## src/rtl/player_ctrl_gen.sv

```systemverilog
// Frame-ticked player controller: motion, gravity, jump, aim/power, launch handshake and sprite render.
// Optional feature: define PLAYER_DOUBLE_JUMP_EN to allow one extra jump while airborne.
module player_ctrl_gen #(
  parameter int WIDTH     = 15,
  parameter int HEIGHT    = 25,
  parameter int CENTER_X  = 8,
  parameter int CENTER_Y  = 13,
  parameter int X_MIN     = 5,
  parameter int X_MAX     = 634,
  parameter int Y_MIN     = 5,
  parameter int Y_MAX     = 474,
  parameter int X_RESET   = 320,
  parameter int Y_RESET   = 200,
  parameter int VEL_W     = 6,
  parameter int V_MAX     = 7,
  parameter int GRAV_DIV  = 6,
  parameter int MOVE_DIV  = 6,
  parameter int JUMP_DIV  = 32,
  parameter int AIM_DIV   = 12,
  parameter int JUMP_IMP  = 4,
  parameter int ANGLE_MAX = 8,
  parameter int ANGLE_RST = 6,
  parameter int POWER_MAX = 7,
  parameter int POWER_RST = 2,
  parameter int SPR_OFS_R = 204,
  parameter int SPR_OFS_L = 579
) (
  input  logic        clk,
  input  logic        reset,
  input  logic        frame_tick,
  input  logic [7:0]  keycode,
  input  logic        col_d,
  input  logic        col_u,
  input  logic        col_l,
  input  logic        col_r,
  input  logic [9:0]  DrawX,
  input  logic [9:0]  DrawY,
  input  logic        launch_ack,
  output logic [9:0]  X_Pos,
  output logic [9:0]  Y_Pos,
  output logic [3:0]  angle,
  output logic [2:0]  power,
  output logic        launch_req,
  output logic        facing_left,
  output logic        airborne,
  output logic        drawPlayer,
  output logic [17:0] addrPlayer
);

  localparam int M1    = (GRAV_DIV > MOVE_DIV) ? GRAV_DIV : MOVE_DIV;
  localparam int M2    = (JUMP_DIV > AIM_DIV) ? JUMP_DIV : AIM_DIV;
  localparam int CNT_W = $clog2(((M1 > M2) ? M1 : M2) + 1);
  localparam int VW2   = VEL_W + 2;

  localparam logic [7:0] KEY_A = 8'h04, KEY_D = 8'h07, KEY_W = 8'h1A, KEY_Q = 8'h14;
  localparam logic [7:0] KEY_E = 8'h08, KEY_1 = 8'h1E, KEY_3 = 8'h20, KEY_S = 8'h16;

  localparam logic [CNT_W-1:0] GRAV_LAST = CNT_W'(GRAV_DIV - 1);
  localparam logic [CNT_W-1:0] MOVE_LAST = CNT_W'(MOVE_DIV - 1);
  localparam logic [CNT_W-1:0] JUMP_FULL = CNT_W'(JUMP_DIV);
  localparam logic [CNT_W-1:0] AIM_FULL  = CNT_W'(AIM_DIV);
  localparam logic [CNT_W-1:0] CNT_ONE   = CNT_W'(1);

  localparam logic signed [VW2-1:0] VMAX_W = VW2'(V_MAX);
  localparam logic signed [VW2-1:0] VONE   = VW2'(1);
  localparam logic signed [VW2-1:0] VIMP   = VW2'(JUMP_IMP);
  localparam logic [VEL_W-1:0]      VMAX_N = VEL_W'(V_MAX);
  localparam logic [VEL_W-1:0]      VMIN_N = VEL_W'(-V_MAX);

  localparam logic signed [11:0] X_LO = 12'(X_MIN + CENTER_X);
  localparam logic signed [11:0] X_HI = 12'(X_MAX - WIDTH + CENTER_X);
  localparam logic signed [11:0] Y_LO = 12'(Y_MIN + CENTER_Y);
  localparam logic signed [11:0] Y_HI = 12'(Y_MAX - HEIGHT + CENTER_Y);
  localparam logic signed [11:0] PONE = 12'sd1;

  localparam logic [3:0] ANG_MAX = 4'(ANGLE_MAX);
  localparam logic [2:0] PWR_MAX = 3'(POWER_MAX);

  typedef enum logic {AIR = 1'b0, GROUND = 1'b1} state_t;

  state_t           state_q, state_d;
  logic [9:0]       x_q, x_d, y_q, y_d;
  logic [VEL_W-1:0] xv_q, xv_d, yv_q, yv_d;
  logic [CNT_W-1:0] grav_cnt_q, grav_cnt_d, move_cnt_q, move_cnt_d;
  logic [CNT_W-1:0] jump_cnt_q, jump_cnt_d, aim_cnt_q, aim_cnt_d;
  logic [3:0]       angle_q, angle_d;
  logic [2:0]       power_q, power_d;
  logic             req_q, req_d, face_q, face_d;
`ifdef PLAYER_DOUBLE_JUMP_EN
  logic             dj_q, dj_d;
`endif

  logic signed [VW2-1:0] xv, yv;
  logic signed [11:0]    xp, yp;
  logic                  ground, jumped, aim_step;

  always_ff @(posedge clk) begin
    if (reset) begin
      state_q    <= AIR;
      x_q        <= 10'(X_RESET);
      y_q        <= 10'(Y_RESET);
      xv_q       <= '0;
      yv_q       <= '0;
      grav_cnt_q <= '0;
      move_cnt_q <= '0;
      jump_cnt_q <= '0;
      aim_cnt_q  <= '0;
      angle_q    <= 4'(ANGLE_RST);
      power_q    <= 3'(POWER_RST);
      req_q      <= 1'b0;
      face_q     <= 1'b0;
`ifdef PLAYER_DOUBLE_JUMP_EN
      dj_q       <= 1'b0;
`endif
    end else begin
      state_q    <= state_d;
      x_q        <= x_d;
      y_q        <= y_d;
      xv_q       <= xv_d;
      yv_q       <= yv_d;
      grav_cnt_q <= grav_cnt_d;
      move_cnt_q <= move_cnt_d;
      jump_cnt_q <= jump_cnt_d;
      aim_cnt_q  <= aim_cnt_d;
      angle_q    <= angle_d;
      power_q    <= power_d;
      req_q      <= req_d;
      face_q     <= face_d;
`ifdef PLAYER_DOUBLE_JUMP_EN
      dj_q       <= dj_d;
`endif
    end
  end

  always_comb begin
    state_d    = state_q;
    x_d        = x_q;
    y_d        = y_q;
    xv_d       = xv_q;
    yv_d       = yv_q;
    grav_cnt_d = grav_cnt_q;
    move_cnt_d = move_cnt_q;
    jump_cnt_d = jump_cnt_q;
    aim_cnt_d  = aim_cnt_q;
    angle_d    = angle_q;
    power_d    = power_q;
    req_d      = req_q;
    face_d     = face_q;
`ifdef PLAYER_DOUBLE_JUMP_EN
    dj_d       = dj_q;
`endif
    xv         = {{2{xv_q[VEL_W-1]}}, xv_q};
    yv         = {{2{yv_q[VEL_W-1]}}, yv_q};
    xp         = {2'b00, x_q};
    yp         = {2'b00, y_q};
    ground     = (state_q == GROUND);
    jumped     = 1'b0;
    aim_step   = 1'b0;

    if (frame_tick) begin
      // Collision first; input and gravity then adjust the collided velocity.
      if (col_d && !yv[VW2-1]) begin
        yv = '0;
        yp = yp - PONE;
      end
      if (col_u && yv[VW2-1]) yv = '0;
      if (col_l && col_r)  xv = '0;
      else if (col_l)      xv = VONE;
      else if (col_r)      xv = -VONE;

      if (move_cnt_q == MOVE_LAST) begin
        move_cnt_d = '0;
        if (keycode == KEY_A)      xv = xv - VONE;
        else if (keycode == KEY_D) xv = xv + VONE;
        else if (xv > 0)           xv = xv - VONE;
        else if (xv < 0)           xv = xv + VONE;
      end else begin
        move_cnt_d = move_cnt_q + CNT_ONE;
      end

      if (jump_cnt_q != JUMP_FULL) jump_cnt_d = jump_cnt_q + CNT_ONE;
      if (keycode == KEY_W) begin
        if (ground && jump_cnt_q == JUMP_FULL) begin
          yv         = yv - VIMP;
          jump_cnt_d = '0;
          jumped     = 1'b1;
        end
`ifdef PLAYER_DOUBLE_JUMP_EN
        else if (!ground && dj_q) begin
          yv   = yv - VIMP;
          dj_d = 1'b0;
        end
`endif
      end

      if (ground) begin
        grav_cnt_d = '0;
      end else if (grav_cnt_q == GRAV_LAST) begin
        yv         = yv + VONE;
        grav_cnt_d = '0;
      end else begin
        grav_cnt_d = grav_cnt_q + CNT_ONE;
      end

      if (xv > VMAX_W)       xv_d = VMAX_N;
      else if (xv < -VMAX_W) xv_d = VMIN_N;
      else                   xv_d = xv[VEL_W-1:0];
      if (yv > VMAX_W)       yv_d = VMAX_N;
      else if (yv < -VMAX_W) yv_d = VMIN_N;
      else                   yv_d = yv[VEL_W-1:0];

      // Clamping to the playfield kills that axis's velocity instead of bouncing.
      xp = xp + {{(12-VEL_W){xv_d[VEL_W-1]}}, xv_d};
      yp = yp + {{(12-VEL_W){yv_d[VEL_W-1]}}, yv_d};
      if (xp < X_LO)      begin x_d = X_LO[9:0]; xv_d = '0; end
      else if (xp > X_HI) begin x_d = X_HI[9:0]; xv_d = '0; end
      else                x_d = xp[9:0];
      if (yp < Y_LO)      begin y_d = Y_LO[9:0]; yv_d = '0; end
      else if (yp > Y_HI) begin y_d = Y_HI[9:0]; yv_d = '0; end
      else                y_d = yp[9:0];

      if (xv_d != '0) face_d = xv_d[VEL_W-1];

      state_d = (col_d && !jumped) ? GROUND : AIR;
`ifdef PLAYER_DOUBLE_JUMP_EN
      if (state_d == GROUND) dj_d = 1'b1;
`endif

      if (aim_cnt_q == AIM_FULL) begin
        case (keycode)
          KEY_Q: begin if (angle_q != 4'd0)    angle_d = angle_q - 4'd1; aim_step = 1'b1; end
          KEY_E: begin if (angle_q < ANG_MAX)  angle_d = angle_q + 4'd1; aim_step = 1'b1; end
          KEY_1: begin if (power_q != 3'd0)    power_d = power_q - 3'd1; aim_step = 1'b1; end
          KEY_3: begin if (power_q < PWR_MAX)  power_d = power_q + 3'd1; aim_step = 1'b1; end
          KEY_S: if (!req_q && !launch_ack) begin req_d = 1'b1; aim_step = 1'b1; end
          default: ;
        endcase
      end
      if (aim_step)                aim_cnt_d = '0;
      else if (aim_cnt_q != AIM_FULL) aim_cnt_d = aim_cnt_q + CNT_ONE;
    end

    if (launch_ack) req_d = 1'b0;
  end

  // Unsigned wrap of DrawX-left makes one compare cover both box edges.
  logic [9:0] leftX, topY, dx, dy;
  assign leftX = x_q - 10'(CENTER_X);
  assign topY  = y_q - 10'(CENTER_Y);
  assign dx    = DrawX - leftX;
  assign dy    = DrawY - topY;

  assign drawPlayer = (dx < 10'(WIDTH)) && (dy < 10'(HEIGHT));
  assign addrPlayer = drawPlayer ?
                      ({8'd0, dy} * 18'(WIDTH) + {8'd0, dx} + (face_q ? 18'(SPR_OFS_L) : 18'(SPR_OFS_R))) :
                      18'd0;

  assign X_Pos       = x_q;
  assign Y_Pos       = y_q;
  assign angle       = angle_q;
  assign power       = power_q;
  assign launch_req  = req_q;
  assign facing_left = face_q;
  assign airborne    = (state_q == AIR);

endmodule

```

## config.mk

```make
export PLATFORM = sky130hd
export DESIGN_NAME = player_ctrl_gen
export DESIGN_NICKNAME = d
export VERILOG_FILES = /design/src/rtl/player_ctrl_gen.sv
export SDC_FILE = /design/constraint.sdc
export NUM_CORES = 1
export LEC_CHECK = 0
export ABC_AREA = 1
export CORE_MARGIN = 2
export CORE_UTILIZATION = 35
export CTS_CLUSTER_SIZE = 20
export DETAILED_ROUTE_END_ITERATION = 7
export PLACE_DENSITY_LB_ADDON = 0.25
export SETUP_SLACK_MARGIN = 0.5
export SYNTH_ARGS = -nofsm -noshare
export SYNTH_HDL_FRONTEND = slang
export SYNTH_SLANG_ARGS = --single-unit
```

## constraint.sdc

```tcl
create_clock -name clk -period 8.34 [get_ports clk]
set_clock_uncertainty 0.05 [all_clocks]
set_input_delay 1.668 -clock clk [delete_from_list [all_inputs] [get_ports clk]]
set_output_delay 1.668 -clock clk [all_outputs]
set_load 0.005 [all_outputs]
```

==> impl_summary.log, run 1 <==
INFO  metric dp_slack = -0.855 ns
INFO  metric nets_finish = 1,468
INFO  metric max-vdd-ir-drop = 0.589 mV
INFO  metric routed_wirelength = 20.1 mm
INFO  metric share_of_the_synthesized_area_in_compound_gates_ao_oa_aoi_oai = 13.9%
INFO  metric slowest_stage = fa_1
INFO  metric core_area = 22,500 um^2
INFO  metric global_route_wire_length_before_repair = 33.7 mm
INFO  metric final_layout_size_suffix_gt1_share = 18.4%
INFO  metric die_area = 24,100 um^2
INFO  metric synth.avg_cell_area = 7.01 um^2
INFO  metric ctsLongestPathBuffers = 2
INFO  metric globalRouteTotalUtil = 17.0%
INFO  metric synth_enable_flop_cells = 0
INFO  metric chipWidth = 155 um
INFO  metric yosys.area_share.simple = 25.8%
INFO  metric insertedDiodeCount = 0
INFO  metric grt_start_max_net_pins = 35
INFO  metric global_route.overflow_total = 0
INFO  metric finalSetupViolCount = 0
INFO  metric run_status = finished clean
INFO  metric fin_crit_sh = 98.9%
INFO  metric comb_power_share = 84.6%
INFO  metric maxCapViolations = 0
INFO  metric max_freq = 0.121 GHz
INFO  metric worstSetupStartpoint = DrawY[2]
INFO  metric clk_pin_slew_worst_paths = 0.05 ns
INFO  metric vias_in_the_first_global_route = 7,318
INFO  metric synth.distinct_cells = 58
INFO  metric worst_setup_path_endpoint = addrPlayer[12]
INFO  metric layout.area.seq = 1320 um^2
INFO  metric gp_routability_congestion = 0.832
INFO  metric yosys_warnings = 0
INFO  metric drc = 0
INFO  metric synth_sequential_area_ratio = 16.5%
INFO  metric floorplan.initialDensity = 35.5%
INFO  metric number_of_buffers_added_by_the_clock_tree_synthesis_step = 9
INFO  metric cp_num_cells = 31
INFO  metric cts.root.buffer_cell = clkbuf_16
INFO  metric area.growth.synth_to_final = 29.2%
INFO  metric slowest_stage_delay_cp = 0.48 ns
INFO  metric vias = 7,600
INFO  metric final-hold-violation-count = 0
INFO  metric endpoint_kind = output port
INFO  metric power_frac_clock = 7.5%
INFO  metric synth_flop_cell = dfxtp_1
INFO  metric critPathBufInv = 13
INFO  metric worst_reg2reg_path_length_in_cells = 29
INFO  metric clock_latency_on_the_worst_skew_pair = 0.33 ns
INFO  metric max_transition_margin = 49.8%
INFO  metric synthCells = 1,141
INFO  metric power_switching = 2.01 mW
INFO  metric crit_fanout = 3
INFO  metric drt-pass1-iter-count = 7
INFO  metric htree_levels = 3
INFO  metric timing.reg2reg.setup_slack = 2.57 ns
INFO  metric detail_route.wl_per_cell = 12.7 um
INFO  metric drt.antenna.violating_nets = 0
INFO  metric top_level_ports = 85
INFO  metric antenna_found_initial = 0
INFO  metric p_leak = 5.01 nW
INFO  metric power_switching_share = 44.4%
INFO  metric synth_fa_ha_area_share = 25.7%
INFO  metric worst-setup-path-type = in -> out
INFO  metric synthArstFlopShare = 0%
INFO  metric synthMuxAreaShare = 0.125%
INFO  metric crit-reg2reg-launch = jump_cnt_q[0]
INFO  metric intPower = 2.51 mW
INFO  metric cts_sinks = 66
INFO  metric yosys_register_bits = 66
INFO  metric syn-cell-area = 7990 um^2
INFO  metric ctsHoldBuffers = 0
INFO  metric cp_common_cell = inv_2
INFO  metric initialDrtViolationCount = 291
INFO  metric main_combinational_cell_family_by_area_after_synthesis = simple AND/OR/NAND/NOR gates
INFO  metric post_synthesis_share_of_cell_area_spent_on_xor_and_xnor_gates = 5.92%
INFO  metric filler_cell_count = 2,251
INFO  metric kind_of_launch_point_of_the_worst_setup_path = primary input
INFO  metric final.min_clock_period = 8.25 ns
INFO  metric tritoncts = done
INFO  metric port-buffer-count = 81
INFO  metric timing.critical_path.required = 6.62 ns
INFO  metric final_critical_path_setup_slack = 0.0943 ns
INFO  metric timing.hold.worst.class = reg -> reg
INFO  metric die_height = 155 um
INFO  metric sequentialPowerShare = 7.9%
INFO  metric place_hpwl = 16.1 mm
INFO  metric multi_input_area = 6170 um^2
INFO  metric power.density_cell_area = 437 nW/um^2
INFO  metric layout.core_utilization = 45.9%
INFO  metric arrival = 6.53 ns
INFO  metric layout_commonest_cell = inv_1
INFO  metric layout.cells.most_common_list = inv_1 (201), nand2_1 (189), nor2_1 (91)
INFO  metric worstReg2RegEnd = yv_q[4]
INFO  metric cpLargestDelayFamily = adder cells
INFO  metric via_per_inst = 4.81
INFO  metric placement_rows = 55
INFO  metric slew_viol_final = 0
INFO  metric grt_setup_unrepaired = yes
INFO  metric timing_worst_slew_pin_value = 0.750 ns
## worst min-delay path by stage
stage	start	endpoint	slack (ns)	cells past startpoint
after floorplan	yv_q[0]	yv_q[0]	0.38	2
after global placement	ground	grav_cnt_q[5]	0.39	1
after detailed placement	ground	grav_cnt_q[5]	0.40	1
after CTS	yv_q[3]	yv_q[3]	0.41	2
after global routing	ground	grav_cnt_q[5]	0.44	1
final	ground	grav_cnt_q[5]	0.41	1
## metrics by stage
step | area [um^2] | setup TNS [ns] | power (mW) | std cells | hold WS, ns
final | 10300 | 0 | 4.52 | 1581 | 0.407
after global routing | 10300 | -0.603 | 5.02 | 1581 | 0.435
after CTS | 10300 | 0 | 4.23 | 1576 | 0.407
after detailed placement | 9560 | -4.89 | 3.19 | 1548 | 0.396
after global placement | 9560 | -4.46 | 3.17 | 1548 | 0.394
after floorplan | 8070 | 0 | 2.24 | 1143 | 0.377
## flip-flops by register name, summed over array words and instances, names as in the netlist, 3 cells and up
| signal | flops |
|---|---|
| aim_cnt_q | 6 |
| grav_cnt_q | 6 |
| xv_q | 6 |
| angle | 4 |
| Y_Pos | 10 |
| X_Pos | 10 |
| move_cnt_q | 6 |
| jump_cnt_q | 6 |
| power | 3 |
| yv_q | 6 |
## per-layer routing
metal / part of all wire (%) / GRT usage [%]
met1: 47 / 21.3
met2: 50 / 31.1
met3: 2.6 / 2.40
met4: 0.61 / 3.22
met5: 0 / 0
## synth_stat cells (2+ instances only)
cell type	number	area, um^2
inv_1	224	841
nand2_1	193	724
ha_1	102	1280
nor2_1	94	353
dfxtp_1	66	1320
nand3_1	64	320
a21oi_1	63	315
o21ai_0	49	245
fa_1	39	781
xor2_1	38	333
nand2_2	17	106
nor3_1	17	85.1
xnor2_1	16	140
nand4_1	12	75.1
o21bai_1	11	82.6
clkbuf_1	10	37.5
o22ai_1	10	62.6
inv_2	9	33.8
nor2_2	9	56.3
a31oi_1	7	43.8
nor4_1	7	43.8
o21ai_1	7	35.0
nor3b_1	6	45.0
a22oi_1	5	37.5
o211ai_1	5	37.5
nand2_4	4	45.0
nand3_2	4	40.0
o32ai_1	4	35.0
o41ai_1	4	35.0
or2_2	4	25.0
buf_4	3	22.5
o21ai_2	3	26.3
a2111oi_0	2	17.5
a211oi_1	2	15.0
a21oi_2	2	17.5
and3_1	2	12.5
nand2_8	2	40.0
nand3b_1	2	15.0
nor2_4	2	22.5
o2111ai_1	2	17.5
o31ai_1	2	15.0
## layout make-up
class,count,share of cell area (%)
Multi-Input combinational cell,828,59.7
Timing Repair Buffer,152,12.8
Sequential cell,66,12.8
Inverter,234,8.65
Tap cell,285,3.45
Clock buffer,11,2.25
Clock inverter,5,0.303
## power by group through the flow
stage               clock network (mW)  logic, mW  registers (mW)
floorplan                            0       1.89           0.355
global placement                     0       2.80           0.363
detailed placement                   0       2.82           0.362
CTS                              0.346       3.52           0.357
global route                     0.364       4.30           0.359
finish                           0.339       3.82           0.356
## repair_timing
item | CTS | global route
buffers inserted | 12 | 5
setup endpoints to repair | 15 | 10
gates resized for setup | 121 | 23
pin swaps | 75 | 38
cloned | 0 | 0
## kinds of logic (layout without fill, tap and decap cells)
kind of cell | count (synthesis) | in the layout
XOR/XNOR | 54 | 54
other | 1 | 3
multiplexers | 1 | 1
flip-flops | 66 | 66
buffers and inverters | 249 | 402
AND/OR/NAND/NOR | 444 | 444
adder cells (fa/ha/maj) | 141 | 141
AO/OA/AOI/OAI | 185 | 185
No activity file was read; power rests on OpenSTA's default activity.
==> run 2, diff against run 1 <==
- CORE_UTILIZATION: 35 -> 40
- clock period: 8.34 -> 10.35 ns (I/O delays scaled with it)
==> run 2 against run 1 <==
Sequential cell count stayed put. Cell count is 4.9% lower. Sequential share of layout area grew 0.94 points. Non-clock buffer count shrank 58. Register-to-register slack better by 2.1 ns. Die area shrank 12%. Routed wire length down 4.1%. Critical path type unchanged. Critical endpoint is now addrPlayer[13]. Largest power group unchanged.
==> impl_summary.log, run 2 (synthesis results as in run 1) <==
INFO  metric run_status = finished clean (unchanged)
INFO  metric timing_worst_slew_pin_value = 0.720 ns (was 0.750 ns)
INFO  metric routed_wirelength = 19.3 mm (was 20.1 mm)
INFO  metric antenna_found_initial = 0 (unchanged)
INFO  metric tritoncts = done (unchanged)
INFO  metric filler_cell_count = 1,980 (was 2,251)
INFO  metric ctsHoldBuffers = 0 (unchanged)
INFO  metric detail_route.wl_per_cell = 12.8 um (was 12.7 um)
INFO  metric cts.root.buffer_cell = clkbuf_16 (unchanged)
INFO  metric core_area = 19,500 um^2 (was 22,500 um^2)
INFO  metric die_height = 145 um (was 155 um)
INFO  metric clk_pin_slew_worst_paths = 0.05 ns (about the same)
INFO  metric nets_finish = 1,410 (was 1,468)
INFO  metric hold_ws = 0.405 ns (was 0.407 ns)
INFO  metric worstSetupStartpoint = DrawY[1] (was DrawY[2])
INFO  metric vias_in_the_first_global_route = 6,898 (was 7,318)
INFO  metric drc = 0 (unchanged)
INFO  metric ctsLongestPathBuffers = 2 (unchanged)
INFO  metric p_leak = 4.73 nW (was 5.01 nW)
INFO  metric slew_viol_final = 0 (unchanged)
INFO  metric top_level_ports = 85 (unchanged)
INFO  metric endpoint_kind = output port (unchanged)
INFO  metric placement_rows = 51 (was 55)
INFO  metric initialDrtViolationCount = 386 (was 291)
INFO  metric kind_of_launch_point_of_the_worst_setup_path = primary input (unchanged)
INFO  metric vias = 7,345 (was 7,600)
INFO  metric cts_sinks = 66 (unchanged)
INFO  metric globalRouteTotalUtil = 18.2% (was 17.0%)
INFO  metric timing.critical_path.required = 8.23 ns (was 6.62 ns)
INFO  metric floorplan.initialDensity = 40.9% (was 35.5%)
INFO  metric worst_reg2reg_path_length_in_cells = 31 (was 29)
INFO  metric grt_setup_unrepaired = yes (unchanged)
INFO  metric area.growth.synth_to_final = 20.4% (was 29.2%)
INFO  metric crit-reg2reg-launch = jump_cnt_q[0] (unchanged)
INFO  metric worst-setup-path-type = in -> out (unchanged)
INFO  metric place_hpwl = 15.5 mm (was 16.1 mm)
INFO  metric drt-pass1-iter-count = 7 (unchanged)
INFO  metric final-hold-violation-count = 0 (unchanged)
INFO  metric number_of_buffers_added_by_the_clock_tree_synthesis_step = 9 (unchanged)
INFO  metric fin_crit_sh = 92.9%
INFO  metric grt_start_max_net_pins = 35 (unchanged)
INFO  metric chipWidth = 145 um (was 155 um)
INFO  metric drt.antenna.violating_nets = 0 (unchanged)
INFO  metric finalSetupViolCount = 0 (unchanged)
INFO  metric final_layout_size_suffix_gt1_share = 9.61% (was 18.4%)
INFO  metric arrival = 7.49 ns (was 6.53 ns)
INFO  metric port-buffer-count = 81 (unchanged)
INFO  metric worstReg2RegEnd = yv_q[4] (unchanged)
INFO  metric max-vdd-ir-drop = 0.458 mV (was 0.589 mV)
INFO  metric layout.cells.most_common_list = inv_1 (221), nand2_1 (192), ha_1 (97) (was inv_1 (201), nand2_1 (189), nor2_1 (91))
INFO  metric maxCapViolations = 0 (unchanged)
INFO  metric insertedDiodeCount = 0 (unchanged)
INFO  metric global_route.overflow_total = 0 (unchanged)
INFO  metric setup_tns = 0 ns (unchanged)
INFO  metric timing.reg2reg.setup_slack = 4.64 ns (was 2.57 ns)
INFO  metric htree_levels = 3 (unchanged)
INFO  metric max_freq = 0.104 GHz
INFO  metric slowest_stage = fa_1 (unchanged)
INFO  metric power.density_cell_area = 290 nW/um^2 (was 437 nW/um^2)
INFO  metric final.min_clock_period = 9.61 ns
INFO  metric timing.hold.worst.class = reg -> reg (unchanged)
INFO  metric slowest_stage_delay_cp = 0.59 ns (was 0.48 ns)
INFO  metric max_transition_margin = 51.9% (was 49.8%)
INFO  metric clock_latency_on_the_worst_skew_pair = 0.34 ns (was 0.33 ns)
INFO  metric layout_commonest_cell = inv_1 (unchanged)
INFO  metric worst_setup_path_endpoint = addrPlayer[13] (was addrPlayer[12])
INFO  metric gp_routability_congestion = 0.887 (was 0.832)
INFO  metric global_route_wire_length_before_repair = 32.5 mm (was 33.7 mm)
INFO  metric via_per_inst = 4.89 (was 4.81)
INFO  metric crit_fanout = 4 (was 3)
INFO  metric die_area = 21,100 um^2 (was 24,100 um^2)
-- run 2: cell types whose count changed in the layout (fill, tap and decap cells not counted), moves of 5 or more --
cell,previous run,this run
buf_4,67,13
inv_1,201,221
inv_2,30,11
ha_4,21,3
ha_1,80,97
clkdlybuf4s50_1,61,77
buf_2,8,0
buf_6,5,0
dlygate4sd2_1,5,0
o21ai_2,9,4
-- run 2: critical path, delay by kind of cell --
kind / cells / cell delay (ns)
and+or+nand+nor: 9 / 0.74
buffers and inverters: 7 / 0.90
xor gates and xnor gates: 1 / 0.18
adders and majority gates: 7 / 2.72
AOI/OAI and AO/OA: 7 / 0.87
-- run 2: cell type report --
type | instances | area, um^2 | area share, %
sequential | 66 | 1320 | 13.7
tap | 265 | 332 | 3.45
clock inverter | 6 | 66.3 | 0.689
inverter | 234 | 881 | 9.15
clock buffer | 10 | 239 | 2.48
multi-input combinational | 828 | 5870 | 61.0
timing repair buffer | 94 | 911 | 9.47
-- run 2: where the power goes --
part | switching, mW | internal [mW]
combinational | 1.21 | 0.983
sequential | 0.0183 | 0.268
clock | 0.120 | 0.193
total | 1.35 | 1.44
-- run 2: repair_timing --
item	CTS	global route
resized for setup	12	30
setup endpoints to repair	4	5
hold endpoints to repair	0	0
setup buffers	3	3
pin swaps	3	17
-- run 2: how the worst min path moves through the flow --
stage	start	depth (start not counted)	endpoint
2_1_floorplan	yv_q[0]	2	yv_q[0]
3_3_place_gp	yv_q[0]	2	yv_q[0]
3_5_place_dp	yv_q[0]	2	yv_q[0]
4_1_cts	yv_q[0]	2	yv_q[0]
5_1_grt	yv_q[3]	2	yv_q[3]
6_report	yv_q[0]	2	yv_q[0]
-- run 2: metal layers --
metal  vias to the layer above  part of all wire [%]  GRT usage (%)
li1                       3868                     -              -
met1                      3365                    49           25.1
met2                       103                    47           30.9
met3                         9                   2.8           2.45
met4                         0                  0.67           3.43
met5                         -                     0              0
-- run 2: metrics by stage --
stage / total power, mW / util, % / setup slack, ns / std cells / cell area [um^2]
floorplan: 1.76 / - / 1.34 / 1143 / 8000
global placement: 2.08 / 46.7 / 0.268 / 1481 / 9120
detailed placement: 2.13 / 46.7 / 0.190 / 1481 / 9120
CTS: 2.50 / 48.6 / 0.378 / 1500 / 9490
global route: 3.17 / 49.3 / 0.278 / 1503 / 9620
finish: 2.79 / 49.3 / 0.737 / 1503 / 9620
